File: src/rtl/capture_pkg.sv
// Shared types and register field layout for the phase-snapshot capture block.
package capture_pkg;

  localparam int DATA_W_D = 16;
  localparam int CH_W_D   = 8;
  localparam int ADDR_W_D = 10;

  localparam int ARM_BIT   = 0;
  localparam int FORCE_BIT = 1;
  localparam int ABORT_BIT = 2;
  localparam int PRE_LSB   = 4;
  localparam int PRE_MSB   = 13;
  localparam int POST_LSB  = 16;
  localparam int POST_MSB  = 25;
  localparam int LEN_W     = PRE_MSB - PRE_LSB + 1;

  typedef enum logic [2:0] {
    S_IDLE,
    S_ARMED,
    S_WAIT_TRIG,
    S_POST,
    S_DONE
  } cap_state_e;

endpackage

File: src/rtl/capture_addr_ctr.sv
// Circular write pointer plus a loadable down-counter of remaining writes.
module capture_addr_ctr #(
  parameter int ADDR_W = 10,
  parameter int CNT_W  = 10
) (
  input  logic              clk,
  input  logic              rst_n,
  input  logic              ptr_clr,
  input  logic              ptr_inc,
  input  logic              cnt_load,
  input  logic [CNT_W-1:0]  cnt_val,
  input  logic              cnt_dec,
  output logic [ADDR_W-1:0] ptr,
  output logic              cnt_last
);

  logic [CNT_W-1:0] cnt;

  assign cnt_last = (cnt == CNT_W'(1));

  always_ff @(posedge clk or negedge rst_n) begin
    if (!rst_n) begin
      ptr <= '0;
      cnt <= '0;
    end else begin
      if (ptr_clr)
        ptr <= '0;
      else if (ptr_inc)
        ptr <= ptr + ADDR_W'(1);
      if (cnt_load)
        cnt <= cnt_val;
      else if (cnt_dec && cnt != '0)
        cnt <= cnt - CNT_W'(1);
    end
  end

endmodule

File: src/rtl/capture_trigger_ctrl.sv
// Single-channel phase capture: circular pre-trigger history, threshold
// or forced trigger, fixed post-trigger length, then frozen buffer.
module capture_trigger_ctrl
  import capture_pkg::*;
#(
  parameter int DATA_W = DATA_W_D,
  parameter int CH_W   = CH_W_D,
  parameter int ADDR_W = ADDR_W_D
) (
  input  logic                     user_clk,
  input  logic                     user_rst_n,
  input  logic [31:0]              thresh_reg,
  input  logic [31:0]              ctrl_reg,
  input  logic [CH_W-1:0]          ch_sel,
  input  logic                     in_valid,
  input  logic [CH_W-1:0]          in_ch,
  input  logic signed [DATA_W-1:0] in_data,
  output logic                     buf_we,
  output logic [ADDR_W-1:0]        buf_addr,
  output logic [DATA_W-1:0]        buf_data,
  output logic [ADDR_W-1:0]        trig_addr,
  output logic                     busy,
  output logic                     done,
  output logic [31:0]              trig_count
);

  localparam logic [31:0] DEPTH_M1 = 32'((1 << ADDR_W) - 1);

  cap_state_e state;

  logic arm_q, force_q, force_pend, prev_v;
  logic [CH_W-1:0] ch_q;
  logic signed [DATA_W-1:0] thr_q, prev;
  logic [LEN_W-1:0] pre_in, post_in, post_eff, post_q, cnt_val;
  logic [31:0] room;
  logic arm_edge, force_edge, abort, accept, cap, wr, start, trig;
  logic cnt_load, cnt_dec, cnt_last;
  logic [ADDR_W-1:0] ptr;
  logic unused_bits;

  assign arm_edge   = ctrl_reg[ARM_BIT] & ~arm_q;
  assign force_edge = ctrl_reg[FORCE_BIT] & ~force_q;
  assign abort      = ctrl_reg[ABORT_BIT];
  assign pre_in     = ctrl_reg[PRE_MSB:PRE_LSB];
  assign post_in    = ctrl_reg[POST_MSB:POST_LSB];

  // Post length is cut so the circular write never reaches pre-trigger data.
  assign room     = DEPTH_M1 - 32'(pre_in);
  assign post_eff = (32'(post_in) > room) ? room[LEN_W-1:0] : post_in;

  assign accept = in_valid && (in_ch == ch_q);
  assign cap    = (state == S_ARMED) || (state == S_WAIT_TRIG)
                || (state == S_POST);
  assign wr     = !abort && accept && cap;
  assign start  = !abort && arm_edge
                && ((state == S_IDLE) || (state == S_DONE));
  assign trig   = wr && (state == S_WAIT_TRIG)
                && (force_pend
                    || (prev_v && prev >= thr_q && in_data < thr_q));

  assign cnt_load = start || (trig && post_q != '0);
  assign cnt_val  = start ? pre_in : post_q;
  assign cnt_dec  = wr && ((state == S_ARMED) || (state == S_POST));

  assign unused_bits = ^{thresh_reg[31:DATA_W],
                         ctrl_reg[31:POST_MSB+1],
                         ctrl_reg[POST_LSB-1:PRE_MSB+1],
                         ctrl_reg[PRE_LSB-1:ABORT_BIT+1]};

  capture_addr_ctr #(
    .ADDR_W(ADDR_W),
    .CNT_W (LEN_W)
  ) u_addr_ctr (
    .clk     (user_clk),
    .rst_n   (user_rst_n),
    .ptr_clr (start),
    .ptr_inc (wr),
    .cnt_load(cnt_load),
    .cnt_val (cnt_val),
    .cnt_dec (cnt_dec),
    .ptr     (ptr),
    .cnt_last(cnt_last)
  );

  always_ff @(posedge user_clk or negedge user_rst_n) begin
    if (!user_rst_n) begin
      state      <= S_IDLE;
      arm_q      <= 1'b0;
      force_q    <= 1'b0;
      force_pend <= 1'b0;
      prev_v     <= 1'b0;
      prev       <= '0;
      ch_q       <= '0;
      thr_q      <= '0;
      post_q     <= '0;
      buf_we     <= 1'b0;
      buf_addr   <= '0;
      buf_data   <= '0;
      trig_addr  <= '0;
      busy       <= 1'b0;
      done       <= 1'b0;
      trig_count <= '0;
    end else begin
      arm_q   <= ctrl_reg[ARM_BIT];
      force_q <= ctrl_reg[FORCE_BIT];
      buf_we  <= 1'b0;
      if (wr) begin
        buf_we   <= 1'b1;
        buf_addr <= ptr;
        buf_data <= in_data;
        prev     <= in_data;
        prev_v   <= 1'b1;
      end
      if (state == S_WAIT_TRIG && !abort && !trig)
        force_pend <= force_pend | force_edge;
      else
        force_pend <= 1'b0;
      if (abort) begin
        state <= S_IDLE;
        busy  <= 1'b0;
        done  <= 1'b0;
      end else begin
        unique case (state)
          S_IDLE, S_DONE: begin
            if (start) begin
              ch_q   <= ch_sel;
              thr_q  <= thresh_reg[DATA_W-1:0];
              post_q <= post_eff;
              prev_v <= 1'b0;
              done   <= 1'b0;
              busy   <= 1'b1;
              state  <= (pre_in == '0) ? S_WAIT_TRIG : S_ARMED;
            end
          end
          S_ARMED: begin
            if (wr && cnt_last)
              state <= S_WAIT_TRIG;
          end
          S_WAIT_TRIG: begin
            if (trig) begin
              trig_addr  <= ptr;
              trig_count <= trig_count + 32'd1;
              if (post_q == '0) begin
                state <= S_DONE;
                done  <= 1'b1;
                busy  <= 1'b0;
              end else begin
                state <= S_POST;
              end
            end
          end
          S_POST: begin
            if (wr && cnt_last) begin
              state <= S_DONE;
              done  <= 1'b1;
              busy  <= 1'b0;
            end
          end
          default: state <= S_IDLE;
        endcase
      end
    end
  end

endmodule

File: config.mk
export PLATFORM = sky130hd
export DESIGN_NAME = capture_trigger_ctrl
export DESIGN_NICKNAME = d
export VERILOG_FILES = /design/src/rtl/capture_pkg.sv /design/src/rtl/capture_addr_ctr.sv /design/src/rtl/capture_trigger_ctrl.sv
export SDC_FILE = /design/constraint.sdc
export NUM_CORES = 1
export LEC_CHECK = 0
export ABC_AREA = 1
export BUFFER_PORTS_ARGS = -buffer_cell sky130_fd_sc_hd__buf_2
export CAP_MARGIN = 30
export CORE_ASPECT_RATIO = 0.6
export CORE_MARGIN = 3
export CORE_UTILIZATION = 60
export CTS_BUF_LIST = sky130_fd_sc_hd__clkbuf_8
export DETAILED_ROUTE_END_ITERATION = 6
export PLACE_DENSITY = 0.87
export SLEW_MARGIN = 0
export SYNTH_ARGS = -nofsm -noshare
export SYNTH_HDL_FRONTEND = slang
export SYNTH_SLANG_ARGS = --single-unit
File: constraint.sdc
create_clock -name user_clk -period 3.6 [get_ports user_clk]
set_input_delay 0.72 -clock user_clk [delete_from_list [all_inputs] [get_ports user_clk]]
set_output_delay 0.72 -clock user_clk [all_outputs]
set_load 0.02 [all_outputs]
Word level (Yosys, flattened, before mapping)
Cells that the tools add are included.
{"block": "op_classes", "n_addsub": 4, "magnitude_cmp": 3, "n_eq_ne": 11, "muxes": 32, "n_bitwise": 6, "n_reduce_logical": 36}
{"operator": "2-to-1 mux 10 bit", "n": 6}
{"operator": "adder 32 x 1 -> 32 bit, second input constant", "n": 1}
{"operator": "> comparator 10 x 32 -> 1 bit", "n": 1}
{"operator": "logical NOT 10 bit", "n": 2}
{"operator": "nonzero test 10 bit", "n": 2}
{"operator": "2-to-1 mux 3 bit", "n": 6}
{"operator": "greater-or-equal comparator 16 bit", "n": 1}
{"operator": "less-than comparator 16 bit", "n": 1}
{"operator": "2-to-1 mux 1 bit", "n": 16}
{"operator": "logical AND 1 bit", "n": 15}
{"operator": "case mux 3 bit (4 select lines)", "n": 1}
{"operator": "subtractor 10 x 10 -> 11 bit, first input constant", "n": 1}
{"operator": "adder 10 x 1 -> 10 bit, second input constant", "n": 1}
{"operator": "== test 10 x 1 -> 1 bit, second input constant", "n": 1}
{"operator": "subtractor 10 x 1 -> 10 bit, second input constant", "n": 1}
{"operator": "!= test 3 x 2 -> 1 bit, second input constant", "n": 3}
{"operator": "== test 8 bit", "n": 1}
{"operator": "== test 3 x 2 -> 1 bit, second input constant", "n": 2}
{"operator": "logical OR 1 bit", "n": 6}
{"operator": "!= test 3 bit, second input constant", "n": 2}
{"operator": "case mux 1 bit (3 select lines)", "n": 2}
{"operator": "AND reduction 3 bit", "n": 2}
{"operator": "AND reduction 5 bit", "n": 1}
{"operator": "AND reduction 4 bit", "n": 1}
{"operator": "11 further kinds", "n": 16}
{"block": "word_totals", "regBits": 132, "input_bits": 99, "word_cells": 109}

Logic depth before layout (Yosys ltp)
{"block": "depth", "depth_word": 9, "ltp_mapped": 21}

Hierarchy
A second synthesis with hierarchy kept.
{"block": "unflattened", "cells_unflattened": 1019, "area_unflattened_um2": 7648.6}
{"mod": "capture_trigger_ctrl", "instances": 1, "cells_each": 835, "area_per_inst_um2": 6393.6}
{"mod": "capture_addr_ctr", "instances": 1, "cells_each": 184, "area_per_inst_um2": 1255.0}

Least setup slack after synthesis
Ideal clock, no wire load.
{"block": "synth_timing", "path_kind": "input-to-reg", "start": "input port in_data[5]", "end": "register u_addr_ctr.cnt[0]", "t_arrival_ps": 2263, "required_ps": 3483, "slack_ps": 1220, "cell_stages": 17, "path_buffers": 0, "path_cell_list": "ha_1 a21oi_1 nor2_1 nor3_1 nand2_1 nand2_1 nand2_1 nand2_1 nand2_1 nand3_1 nand2_1 nand3_2 nand2_1 inv_1 nand2_2 nand2_1 nand2_1"}
{"block": "synth_via", "elab_chain_len": 7, "word_cells_on_any_way": 8, "classes_between": "1 x order compare; 1 x mux; 6 x reduce/logical"}
{"item": "from (decl)", "line_no": "capture_trigger_ctrl.sv:17", "rtl": "input logic signed [DATA_W-1:0] in_data,"}
{"item": "less-than comparator 16 bit *", "line_no": "capture_trigger_ctrl.sv:59", "rtl": "|| (prev_v && prev >= thr_q && in_data < thr_q));"}
{"item": "logical AND 1 bit *", "line_no": "capture_trigger_ctrl.sv:59"}
{"item": "logical OR 1 bit *", "line_no": "capture_trigger_ctrl.sv:59"}
{"item": "logical AND 1 bit *", "line_no": "capture_trigger_ctrl.sv:58", "rtl": "&& (force_pend"}
{"item": "logical AND 1 bit *", "line_no": "capture_trigger_ctrl.sv:61", "rtl": "assign cnt_load = start || (trig && post_q != '0);"}
{"item": "logical OR 1 bit *", "line_no": "capture_trigger_ctrl.sv:61"}
{"item": "2-to-1 mux 10 bit / nonzero test 2 bit (equally long branches)"}
{"item": "to (signal assigned)", "line_no": "capture_addr_ctr.sv:31", "rtl": "cnt <= cnt_val;"}
{"item": "to (signal assigned)", "line_no": "capture_addr_ctr.sv:33", "rtl": "cnt <= cnt - CNT_W'(1);"}
{"item": "to (decl)", "line_no": "capture_addr_ctr.sv:17", "rtl": "logic [CNT_W-1:0] cnt;"}
Mark *: on every way between the ends. The rest lies on a longest branch, timed or not.
A chain may end at the register's enable or synchronous reset.

Worst setup path after layout
{"block": "layout_timing", "start": "register prev[15]", "end": "register trig_count[1]"}
{"block": "layout_via", "elab_chain_len": 6}
{"item": "from (decl)", "line_no": "capture_trigger_ctrl.sv:33", "rtl": "logic signed [DATA_W-1:0] thr_q, prev;"}
{"item": "from (signal assigned)", "line_no": "capture_trigger_ctrl.sv:111", "rtl": "prev <= in_data;"}
{"item": "greater-or-equal comparator 16 bit", "line_no": "capture_trigger_ctrl.sv:59"}
{"item": "logical AND 1 bit (2 in series)", "line_no": "capture_trigger_ctrl.sv:59"}
{"item": "logical OR 1 bit", "line_no": "capture_trigger_ctrl.sv:59"}
{"item": "logical AND 1 bit", "line_no": "capture_trigger_ctrl.sv:58"}
{"item": "AND reduction 3 bit (no source line)"}
{"item": "to (signal assigned)", "line_no": "capture_trigger_ctrl.sv:142", "rtl": "trig_count <= trig_count + 32'd1;"}
{"item": "to (decl)", "line_no": "capture_trigger_ctrl.sv:24", "rtl": "output logic [31:0] trig_count"}
Every way passes these cells.

==> results.json <==
{
  "worst_setup_path_start_kind": "flop",
  "drt_iter0_drc": 621,
  "synthMuxAreaShare_pct": 0,
  "clk_pin_slew_ps": 90,
  "grt_overflow": 0,
  "ys_types": 36,
  "slew_viol_final": 0,
  "grt_first_pass_wirelength_um": 32800,
  "slowest_delay_ps": 520,
  "grt_pass1_vias": 6680,
  "detail_route.wl_per_cell_um": 15.1,
  "r2r_setup_slack_ps": 740,
  "min_path_type": "in -> async",
  "cts_hold_buffers": 0,
  "initial_core_util_pct": 62.4,
  "vias_per_cell": 5.46,
  "num_vias": 7297,
  "gr-usage-all-layers_pct": 29.1,
  "synthCells": 1009,
  "crit_path_max_fanout": 23,
  "clock_latency_ps": 440,
  "synthAdderAreaFrac_pct": 7.37,
  "total_power_mw": 4.68,
  "final_area_um2": 8960,
  "ios": 170,
  "die_area_um2": 14200,
  "syn_area_per_cell_um2": 7.57,
  "rsz0062_at_grt": "no",
  "die_h_um": 93.4,
  "core_um2": 12300,
  "port-buffer-count": 144,
  "yosysWarnings": 0,
  "finClkSkew_ps": 17.1,
  "final_layout_size_suffix_gt1_share_pct": 17.6,
  "fmax_mhz": 350,
  "pre_cts_ws_ps": 509,
  "final_nets": 1302,
  "setup_viol": 0,
  "synth_seq_cells": 132,
  "cts_buffers": 17,
  "cts_root_buffer": "clkbuf_8",
  "fin_crit_ps": 2860,
  "synth_compound_area_share_pct": 7.51,
  "critPathCaptureType": "flop",
  "regToRegStartpoint": "prev[15]",
  "drtPass1Iterations": 6,
  "crit_type": "reg -> reg",
  "fin_crit_sh_pct": 79.4,
  "yosys.area_share.xor_xnor_pct": 4.81,
  "cts_tree": "yes",
  "yosysSeqAreaShare_pct": 43.2,
  "layout_common_cells": "nand2_1 (340), buf_2 (143), dfrtp_1 (132)",
  "die_x_um": 152,
  "ctsLongestPathBuffers": 2,
  "cellPowerDensity_nw_per_um2": 523,
  "irDropWorstVdd_mv": 0.359,
  "placed_area_um2": 8580,
  "cap_violations": 0,
  "row_count": 31,
  "cp.arrival_ps": 3130,
  "hold_violations": 0,
  "drtAntennaViolNets": 0,
  "hpwlAfterDp_um": 15400,
  "slew_headroom_pct": 53.9,
  "cts_resized": 0,
  "outcome": "finished clean",
  "antenna_found_initial": 0,
  "required_ps": 3870,
  "clock_sinks": 132,
  "worstMarginPinSlew_ps": 691,
  "critPathMostFrequentCell": "nand2_1",
  "syn_area_um2": 7640,
  "fin_tns_setup_ps": 0,
  "ff2ff_path_depth": 14,
  "cts_setup_buffers": 0,
  "yosys.area_share.simple_pct": 30.1,
  "cpMaxStageDelayCell": "inv_1",
  "gp_congestion": 0.998,
  "path_cells": "ha_1 > nand2_1 > nor2_1 > nand2_1 > nor2_1 > nand2_1 > nand3_1 > nand2_1 > nand3_1 > nand3_1 > nand2_1 > nand2_2 > inv_1 > o21ai_0",
  "drc_errors": 0,
  "syn_nets": 1153,
  "leakagePower_nw": 4.87,
  "wirelength_um": 20200,
  "crit_buf_inv": 1,
  "setup_ws_ps": 741,
  "cp_top_family": "simple AND/OR/NAND/NOR gates",
  "synth_top_family_by_area": "simple AND/OR/NAND/NOR gates",
  "reg2reg_to": "trig_count[1]",
  "grt_max_degree": 59,
  "htreeDepth": 4,
  "mostFrequentLayoutCell": "nand2_1",
  "fin_util_pct": 73.1,
  "area_growth_pct": 17.2
}
## cell type report
type | count | area [µm²]
Clock buffer | 17 | 234
Clock inverter | 15 | 141
Sequential cell | 132 | 3300
Multi-Input combinational cell | 739 | 3820
Timing Repair Buffer | 157 | 833
Fill cell | 990 | 3300
Tap cell | 165 | 206
Inverter | 111 | 417
Antenna cell | 1 | 2.50
## per-stage QoR
step	instances	hold WS, ps
3_5_place_dp	1304	455
3_3_place_gp	1303	451
6_report	1337	244
2_1_floorplan	1009	424
5_1_grt	1336	263
4_1_cts	1336	239
## power breakdown
group	leakage, nW	internal [mW]	switching, mW
combinational	2.96	0.568	0.959
clock	0.191	0.511	0.679
sequential	1.72	1.77	0.192
## metal layers
metal,track usage (%),routed length (µm),part of all wire [%],vias up
li1,-,-,-,3541
met1,45.0,9490,47,3381
met2,40.5,8250,41,352
met3,8.38,2290,11,23
met4,6.28,189,0.93,0
met5,0,0,0,-
## state kept, by name, indices dropped and copies added (netlist names), 3 cells and up
| signal | flops |
|---|---|
| thr_q | 16 |
| trig_addr | 10 |
| prev | 16 |
| buf_addr | 10 |
| state | 3 |
| post_q | 10 |
| ch_q | 8 |
| trig_count | 32 |
| u_addr_ctr.cnt | 10 |
| u_addr_ctr.ptr | 10 |
## kinds of logic after synthesis
family	Yosys count
DFF	132
adders and majority gates	45
AOI/OAI and AO/OA	110
and+or+nand+nor	542
buffers and inverters	138
xor gates and xnor gates	42
## synth_stat cells
| cell | count | area [µm²] |
|---|---|---|
| a21boi_0 | 1 | 7.51 |
| a21oi_1 | 20 | 100 |
| a221oi_1 | 1 | 8.76 |
| a22oi_1 | 1 | 7.51 |
| buf_1 | 2 | 7.51 |
| buf_2 | 7 | 35.0 |
| buf_4 | 1 | 7.51 |
| clkbuf_1 | 17 | 63.8 |
| dfrtp_1 | 132 | 3300 |
| ha_1 | 45 | 563 |
| inv_1 | 107 | 402 |
| inv_2 | 4 | 15.0 |
| nand2_1 | 340 | 1280 |
| nand2_2 | 3 | 18.8 |
| nand3_1 | 50 | 250 |
| nand3_2 | 1 | 10.0 |
| nand3b_1 | 2 | 15.0 |
| nand4_1 | 21 | 131 |
| nor2_1 | 73 | 274 |
| nor2_2 | 1 | 6.26 |
| nor2_4 | 1 | 11.3 |
| nor3_1 | 28 | 140 |
| nor3_2 | 2 | 20.0 |
| nor3_4 | 2 | 32.5 |
| nor3b_1 | 2 | 15.0 |
| nor4_1 | 13 | 81.3 |
| o211ai_1 | 2 | 15.0 |
| o21a_1 | 1 | 7.51 |
| o21ai_0 | 81 | 405 |
| o21bai_1 | 2 | 15.0 |
| o31ai_1 | 1 | 7.51 |
| or2_2 | 1 | 6.26 |
| or2_4 | 1 | 8.76 |
| or3_1 | 1 | 6.26 |
| xnor2_1 | 7 | 61.3 |
| xor2_1 | 35 | 307 |
## worst max-delay path by stage
stage | cells past startpoint | from | to
global placement | 10 | in_ch[6] | u_addr_ctr.cnt[1]
floorplan | 17 | in_data[5] | u_addr_ctr.cnt[0]
finish | 14 | prev[15] | trig_count[1]
detailed placement | 12 | in_data[9] | trig_count[1]
CTS | 14 | prev[15] | trig_count[1]
global route | 14 | prev[15] | trig_count[1]
No activity file was read; power rests on OpenSTA's default activity.
